==> src/rtl/ctrl_pkg.sv <==
// Shared types and decode helpers for the multi-cycle RV32 sequencer.
package ctrl_pkg;

  typedef enum logic [2:0] {
    S_IF    = 3'd0,
    S_ID_EX = 3'd1,
    S_MEM   = 3'd2,
    S_WB    = 3'd3,
    S_HALT  = 3'd4,
    S_ERR   = 3'd5
  } state_t;

  // Stores, branches and fences produce no register result.
  function automatic logic rf_wr_allowed(input logic store, input logic branch,
                                         input logic fence);
    return !(store | branch | fence);
  endfunction

endpackage

==> src/rtl/wait_timer.sv <==
// Counts unanswered request cycles and flags a bus timeout on the last allowed one.
module wait_timer #(
  parameter int TIMEOUT = 16
) (
  input  logic clk,
  input  logic rstn,
  input  logic clr,
  input  logic active,
  input  logic ready,
  output logic timeout
);

  localparam int WAIT_W = (TIMEOUT > 1) ? $clog2(TIMEOUT) : 1;

  logic [WAIT_W-1:0] wait_cnt;

  always_ff @(posedge clk) begin
    if (!rstn) begin
      wait_cnt <= '0;
    end else if (clr) begin
      wait_cnt <= '0;
    end else if (active && !ready) begin
      wait_cnt <= wait_cnt + WAIT_W'(1);
    end
  end

  // A ready in the final allowed cycle suppresses the timeout.
  assign timeout = (TIMEOUT > 0) && active && !ready &&
                   (wait_cnt == WAIT_W'(TIMEOUT - 1));

endmodule

==> src/rtl/multicycle_ctrl.sv <==
// Multi-cycle RV32 control sequencer with ready handshakes, bus timeout and halt.
//   state | meaning
//   IF    | fetch, wait for imem_ready
//   ID_EX | decode/execute, fast retire of non-memory ops when FAST_WB
//   MEM   | data access, wait for dmem_ready
//   WB    | retire: PC and register-file write
//   HALT  | parked until resume
//   ERR   | bus timeout, sticky until reset
module multicycle_ctrl
  import ctrl_pkg::*;
#(
  parameter int CNT_W   = 32,
  parameter int TIMEOUT = 16,
  parameter int FAST_WB = 0
) (
  input  logic             clk,
  input  logic             rstn,
  input  logic             load,
  input  logic             store,
  input  logic             branch,
  input  logic             fence,
  input  logic             halt,
  input  logic [3:0]       decoder_dmem_we,
  input  logic             resume,
  input  logic             imem_ready,
  input  logic             dmem_ready,
  output logic             imem_rd,
  output logic             ir_we,
  output logic             pc_we,
  output logic             rf_we,
  output logic             dmem_rd,
  output logic [3:0]       dmem_we,
  output logic             halted,
  output logic             error,
  output logic [CNT_W-1:0] cycle_cnt,
  output logic [CNT_W-1:0] instret_cnt
);

  state_t state, state_nxt;
  logic   retire;
  logic   timeout;
  logic   req_active;
  logic   req_ready;
  logic   mem_op;

  assign mem_op = load | store;

  always_ff @(posedge clk) begin
    if (!rstn) state <= S_IF;
    else       state <= state_nxt;
  end

  always_comb begin
    state_nxt = state;
    case (state)
      S_IF: begin
        if (imem_ready)   state_nxt = S_ID_EX;
        else if (timeout) state_nxt = S_ERR;
      end
      S_ID_EX: begin
        if (halt)              state_nxt = S_HALT;
        else if (mem_op)       state_nxt = S_MEM;
        else if (FAST_WB != 0) state_nxt = S_IF;
        else                   state_nxt = S_WB;
      end
      S_MEM: begin
        if (mem_op && dmem_ready) state_nxt = S_WB;
        else if (timeout)         state_nxt = S_ERR;
      end
      S_WB:    state_nxt = S_IF;
      S_HALT:  if (resume) state_nxt = S_IF;
      S_ERR:   state_nxt = S_ERR;
      default: state_nxt = S_IF;
    endcase
  end

  always_comb begin
    imem_rd = 1'b0;
    ir_we   = 1'b0;
    pc_we   = 1'b0;
    rf_we   = 1'b0;
    dmem_rd = 1'b0;
    dmem_we = 4'b0000;
    halted  = 1'b0;
    error   = 1'b0;
    retire  = 1'b0;
    if (rstn) begin
      case (state)
        S_IF: begin
          imem_rd = 1'b1;
          ir_we   = imem_ready;
        end
        S_ID_EX: begin
          if (!halt && !mem_op && (FAST_WB != 0)) begin
            pc_we  = 1'b1;
            rf_we  = rf_wr_allowed(store, branch, fence);
            retire = 1'b1;
          end
        end
        S_MEM: begin
          dmem_rd = load;
          dmem_we = store ? decoder_dmem_we : 4'b0000;
        end
        S_WB: begin
          pc_we  = 1'b1;
          rf_we  = rf_wr_allowed(store, branch, fence);
          retire = 1'b1;
        end
        S_HALT: begin
          halted = 1'b1;
          pc_we  = resume;
        end
        S_ERR:   error = 1'b1;
        default: ;
      endcase
    end
  end

  // Only an outstanding request can time out; ready elsewhere is ignored.
  assign req_active = rstn && ((state == S_IF) || ((state == S_MEM) && mem_op));
  assign req_ready  = (state == S_IF) ? imem_ready : dmem_ready;

  wait_timer #(.TIMEOUT(TIMEOUT)) u_wait_timer (
    .clk     (clk),
    .rstn    (rstn),
    .clr     (state_nxt != state),
    .active  (req_active),
    .ready   (req_ready),
    .timeout (timeout)
  );

  always_ff @(posedge clk) begin
    if (!rstn) begin
      cycle_cnt   <= '0;
      instret_cnt <= '0;
    end else begin
      if (state != S_HALT && state != S_ERR) cycle_cnt <= cycle_cnt + CNT_W'(1);
      if (retire) instret_cnt <= instret_cnt + CNT_W'(1);
    end
  end

endmodule
==> config.mk <==
export PLATFORM = sky130hd
export DESIGN_NAME = multicycle_ctrl
export DESIGN_NICKNAME = d
export VERILOG_FILES = /design/src/rtl/ctrl_pkg.sv /design/src/rtl/wait_timer.sv /design/src/rtl/multicycle_ctrl.sv
export SDC_FILE = /design/constraint.sdc
export NUM_CORES = 1
export LEC_CHECK = 0
export CAP_MARGIN = 5
export CELL_PAD_IN_SITES_DETAIL_PLACEMENT = 1
export CELL_PAD_IN_SITES_GLOBAL_PLACEMENT = 1
export CORE_ASPECT_RATIO = 2
export CORE_MARGIN = 2
export CORE_UTILIZATION = 37
export CTS_BUF_LIST = sky130_fd_sc_hd__clkbuf_16
export DETAILED_ROUTE_END_ITERATION = 6
export GPL_TIMING_DRIVEN = 1
export MAX_ROUTING_LAYER = met4
export PLACE_DENSITY = 0.87
export SLEW_MARGIN = 15
export SYNTH_ARGS = -nofsm -noshare
export SYNTH_HDL_FRONTEND = slang
export SYNTH_SLANG_ARGS = --single-unit
==> constraint.sdc <==
create_clock -name clk -period 2 [get_ports clk]
set_input_delay 0.4 -clock clk [delete_from_list [all_inputs] [get_ports clk]]
set_output_delay 0.4 -clock clk [all_outputs]
set_load 0.03 [all_outputs]
==> flow_summary.yaml, run 1 <==
logic_synthesis:
  yosysTopAreaCellShare_pct: 39.80
  yosysWarnings: 0
  syn_area_per_cell_um2: 8.950
  syn_nets: 416
  ys_seq_area_share_pct: 39.80
  synthTopCellsByArea: "dfxtp_1 (40%), and2_1 (11%), xnor2_1 (8.3%)"
  synth.mux.area_fraction_pct: 1.121
  synth-xor-area-share_pct: 14.72
  synth_seq_cells: 71
  synth_top_cell_by_area: "dfxtp_1"
  synth_top_family_by_area: "simple AND/OR/NAND/NOR gates"
  ys_types: 42
  synth_area_mm2: 0.003571
  synthCells: 399
  synth_compound_area_share_pct: 3.434
  synth-simple-area-share_pct: 37.21
  synth_fa_ha_area_share_pct: 1.051
power_and_ir_drop:
  vdd.ir_drop.worst_uv: 425.6
  p_leak_nw: 2.004
  cellPowerDensity_mw_per_mm2: 626.0
  finalPower_w: 0.003126
finish:
  fill_cells: 1095
  regArea_mm2: 0.001425
  multi_input_area_mm2: 0.002121
  diodes: 0
  nNetsFinal: 523
  area_growth_pct: 39.84
  drive_gt1_share_pct: 13.56
cts:
  cts_sinks: 71
  cts_buffer_depth: 2
  cts-buffers-inserted: 9
  cts_tree: "built"
  cts_hold_buffers: 0
  cts-root-buf: "clkbuf_16"
  path_clk_slew_ns: 0.05
  cts_htree_levels: 3
  clk_latency_ns: 0.34
critical_path:
  required_ns: 1.60
  critPathKind: "flop to output port"
  cp_max_fo: 10
  crit_path_start_kind: "flop"
  crit_arrival_ns: 1.55
  endpoint_kind: "output port"
die:
  initial_core_util_pct: 38.05
  core_area_mm2: 0.009384
  dieArea_mm2: 0.01050
  ios: 89
  dieHeight_um: 142.9
  die_w_um: 73.47
  rows: 50
global_routing:
  grt_pass1_vias: 3512
  grt_pass1_wl_mm: 16.87
  grt.total_usage_pct: 21.15
  grt_overflow: 0
  antenna_found_initial: 0
  grt_max_degree: 42
timing:
  hold_violations: 0
  min_period_ns: 1.950
  setup_viol: 0
  worst_pin_slew_ns: 0.5460
  max_slew_margin_pct: 63.32
  rsz0062_at_grt: "false"
  fmax_ghz: 0.5127
  setup_ws_ns: 0.04959
  drv_slew: 0
  clock_skew_ns: 0.005562
  layout_worst_path_cycle_share_pct: 97.52
status:
  status: "finished, final reports clean"
job:
  maxCapViolCount: 0
detailed_routing:
  drc: 0
  dr.pass1.iters: 4
  wl_per_cell_um: 16.83
  ant_nets: 0
  via_count: 3309
  drt-total-wl_mm: 10.32
  drt_iter0_markers: 87
  vias_per_cell: 5.398
placement:
  numPortBuffers: 88
  gp_congestion: 0.7880
  hpwlAfterDp_mm: 7.442
  dp_slack_ns: -0.3774
hold_path:
  holdCritPathClass: "flop to flop"
## registers in the layout (all words and copies together) (netlist names)
register and flops:
state 3, cycle_cnt 32, u_wait_timer.wait_cnt 4, instret_cnt 32
## worst max-delay path, stage by stage, from the launching register on
cell and delay [ns]:
dfxtp_1 0.36, or2b_4 0.33, nor2_1 0.30, buf_4 0.23
## Yosys cell counts (all sizes together)
master,n
or2b,1
nand2b,7
or4,2
o21a,1
nand3b,1
nand3,21
and4,10
nor4,11
ha,3
a21oi,3
a21boi,5
clkbuf,11
or3,2
o31a,1
or4b,1
o21ai,5
dfxtp,71
xnor2,34
nor2b,3
or2,1
and2,64
a31oi,2
inv,6
nor3b,4
nand2,27
xor2,26
nor3,8
nand4,25
buf,5
o311a,1
and3,14
o22ai,1
mux2i,4
nor2,18
## cells in the final DEF (no fill, tap or decap), drive strengths merged, types with 8 or more instances in the layout
cell / instances
and4: 10
nand3: 21
xor2: 26
nor4: 11
and2: 64
nand4: 25
xnor2: 34
clkbuf: 9
buf: 36
nand2: 27
dfxtp: 71
and3: 14
clkdlybuf4s50: 76
nor2: 18
nor3: 8
## area by class of cell
cell class	instances	share of cell area (%)
inverters	6	0.4510
multi-input cells	306	42.47
flip-flops and latches	71	28.54
repair buffers	112	21.05
clock inverters	5	0.3758
well taps	104	2.606
clock buffers	9	4.510
## metrics by stage
step,hold slack (ns),area [µm²],setup TNS [ns],util [%],cells
global placement,0.4572,4667,-0.9245,49.73,598
finish,0.4785,4994,0,53.21,613
CTS,0.4832,4927,0,52.51,612
floorplan,0.4488,3582,0,-,399
detailed placement,0.4739,4667,-1.432,49.73,598
global route,0.5201,4994,0,53.21,613
## path summary, 6_finish.rpt
path,startpoint,endpoint,slack [ns],depth (start not counted)
hold reg to reg,cycle_cnt[31]$_SDFFE_PN0P_,cycle_cnt[31]$_SDFFE_PN0P_,0.48,2
setup / recovery,state[1]$_SDFF_PN0_,error,0.05,3
hold / removal,cycle_cnt[31]$_SDFFE_PN0P_,cycle_cnt[31]$_SDFFE_PN0P_,0.48,2
setup reg to reg,cycle_cnt[17]$_SDFFE_PN0P_,cycle_cnt[27]$_SDFFE_PN0P_,0.14,5
## cell families after synthesis
| kind of cell | after synthesis |
|---|---|
| xor gates and xnor gates | 60 |
| buffers and inverters | 22 |
| AOI/OAI and AO/OA | 19 |
| DFF | 71 |
| and+or+nand+nor | 220 |
| adders and majority gates | 3 |
| muxes | 4 |
## timing repair
item,in CTS,in global routing
endpoints found under the setup margin,7,6
pin swaps,0,3
gates resized for setup,4,16
cloned,0,0
setup buffers,0,1
## routing by layer
metal | share of wire (%) | track usage [%] | vias up | wire length (µm)
li1 | - | - | 1593 | -
met4 | 2.1 | 8.708 | 0 | 212
met1 | 37 | 20.65 | 1622 | 3840
met5 | 0 | - | - | 0
met3 | 3.0 | 4.940 | 16 | 307
met2 | 58 | 38.58 | 78 | 5958
## where the power goes
part           internal [W]  switching (W)  total [W]
Sequential          0.00143      0.0000256    0.00146
Combinational      0.000128       0.000151   0.000280
Clock              0.000803       0.000585    0.00139
Note: power is estimated with default switching activity, not from simulation.
==> run 2: changes to the inputs <==
- SETUP_SLACK_MARGIN: default -> 0.3
==> flow_summary.yaml, run 2 (same netlist as run 1, synthesis figures left out) <==
die:
  dieArea_mm2: 0.01050
  rows: 50
  core_area_mm2: 0.009384
  initial_core_util_pct: 38.05
  ios: 89
  die_w_um: 73.47
  dieHeight_um: 142.9
global_routing:
  grt_pass1_wl_mm: 17.52
  grt_max_degree: 38
  antenna_found_initial: 0
  grt_overflow: 0
  grt.total_usage_pct: 22.03
  grt_pass1_vias: 3464
critical_path:
  max_stage_delay_ns: 0.44
  crit_path_start_kind: "flop"
  endpoint_kind: "output port"
  slowest_stage: "dfxtp_1"
  path_buf_inv: 2
  critPathKind: "flop to output port"
  crit_arrival_ns: 1.57
  required_ns: 1.60
  reg2reg_from: "state[0]$_SDFF_PN0_"
  crit_chain: "buf_4 > and3_4 > o21a_1 > buf_6"
  crit_start: "state[1]$_SDFF_PN0_"
  cp_top_family: "flip-flops"
  cp_max_fo: 12
power_and_ir_drop:
  finalPower_w: 0.003242
  switchingPower_w: 0.0008322
  power.internal_w: 0.002409
  seqPwrFrac_pct: 44.5
  cellPowerDensity_mw_per_mm2: 583.9
  p_leak_nw: 2.674
  vdd.ir_drop.worst_uv: 453.7
  switching_share_pct: 25.67
  comb_power_share_pct: 11.5
  clkPwrFrac_pct: 44.0
detailed_routing:
  drt-total-wl_mm: 12.82
  dr.pass1.iters: 4
  drc: 0
  drt_iter0_markers: 177
  wl_per_cell_um: 20.19
  via_count: 3522
  vias_per_cell: 5.546
  ant_nets: 0
finish:
  diodes: 0
  finalNonFillerCells: 635
  largestRegisters: "cycle_cnt: 32 flops, instret_cnt: 32 flops, u_wait_timer.wait_cnt: 4 flops"
  final_common_cell: "dlygate4sd2_1"
  drive_gt1_share_pct: 29.76
  mostFrequentLayoutCells: "dlygate4sd2_1 (65), and2_1 (59), xnor2_1 (34), buf_4 (34), dfxtp_1 (33)"
  stdcell_area_mm2: 0.005552
  nNetsFinal: 543
  fill_cells: 1047
  area_growth_pct: 55.47
timing:
  min_period_ns: 1.968
  fmax_ghz: 0.5080
  fin_setup_tns_ns: 0
  setup_viol: 0
  rsz0062_at_grt: "true"
  drv_slew: 0
  setup_ws_ns: 0.03167
  clock_skew_ns: 0.007367
  max_slew_margin_pct: 69.51
  hold_violations: 0
  worst_pin_slew_ns: 0.4538
  layout_worst_path_cycle_share_pct: 98.42
cts:
  cts_buffer_depth: 2
  cts_sinks: 71
  cts_hold_buffers: 0
  path_clk_slew_ns: 0.06
  cts_tree: "built"
  cts-buffers-inserted: 9
  cts-root-buf: "clkbuf_16"
  clk_latency_ns: 0.34
  cts_htree_levels: 3
placement:
  hpwlAfterDp_mm: 7.496
  numPortBuffers: 88
  dp_slack_ns: -0.2250
  dpl_cell_area_mm2: 0.004691
  gp_congestion: 0.8868
  place_inst: 587
hold_path:
  holdCritPathClass: "flop to flop"
  holdCritStartpoint: "cycle_cnt[31]$_SDFFE_PN0P_"
job:
  maxCapViolCount: 0
status:
  status: "finished, final reports clean"
[run 2: cell types whose count changed in the layout (fill, tap and decap cells not counted), moves of 6 or more]
cell | previous run | this run
nand3_2 | 0 | 6
nand3_1 | 21 | 14
clkdlybuf4s50_1 | 76 | 9
dlygate4sd2_1 | 0 | 65
nor4_4 | 1 | 10
dfxtp_4 | 1 | 15
buf_6 | 6 | 14
dfxtp_2 | 0 | 23
nor4_1 | 7 | 0
dfxtp_1 | 70 | 33
[run 2: area by class of cell]
cell class                      instances  area, µm²  area share (%)
Tap cell                              104      130.1           2.344
Multi-Input combinational cell        308       2436           43.88
Sequential cell                        71       1506           27.14
Timing Repair Buffer                  130       1196           21.55
Clock buffer                            9      225.2           4.057
Inverter                                6      22.52          0.4057
Clock inverter                          7      35.03          0.6311
[run 2: worst paths after layout]
check | to | slack, ns | cells after the start
hold reg to reg | cycle_cnt[31]$_SDFFE_PN0P_ | 0.49 | 2
setup / recovery | pc_we | 0.03 | 4
setup reg to reg | instret_cnt[28]$_SDFFE_PN0P_ | 0.16 | 6
hold / removal | cycle_cnt[31]$_SDFFE_PN0P_ | 0.49 | 2
[run 2: power groups by stage]
stage          Clock (W)  Sequential (W)  Combinational, W
6_report         0.00143         0.00144          0.000373
5_1_grt          0.00151         0.00144          0.000391
4_1_cts          0.00144         0.00144          0.000302
3_5_place_dp           0         0.00148          0.000258
3_3_place_gp           0         0.00147          0.000245
2_1_floorplan          0         0.00149          0.000127
[run 2: worst reg2reg max path: cells and delay by family (launching register included)]
kind                      cells  cell delay (ns)
and+or+nand+nor               4             1.16
buffers and inverters         1             0.13
xor gates and xnor gates      1             0.09
DFF                           1             0.36
[run 2: timing repair]
item	CTS	global route
buffers inserted	12	16
endpoints found under the setup margin	108	49
pin swaps	16	25
endpoints found under the hold margin	0	0
resized for setup	109	49
gates cloned	0	4
[run 2: routing by layer]
layer / wire length [µm] / global-route usage [%] / share of wire (%)
met3: 293 / 3.387 / 2.3
met2: 7668 / 40.65 / 60
met1: 4514 / 21.98 / 35
met4: 344 / 9.474 / 2.7
met5: 0 / - / 0
[run 2: metrics by stage]
step                hold slack, ns  utilization [%]
floorplan                   0.4488                -
global placement            0.4592            49.99
global route                0.5159            59.16
CTS                         0.4932            54.81
finish                      0.4913            59.16
detailed placement          0.4905            49.99
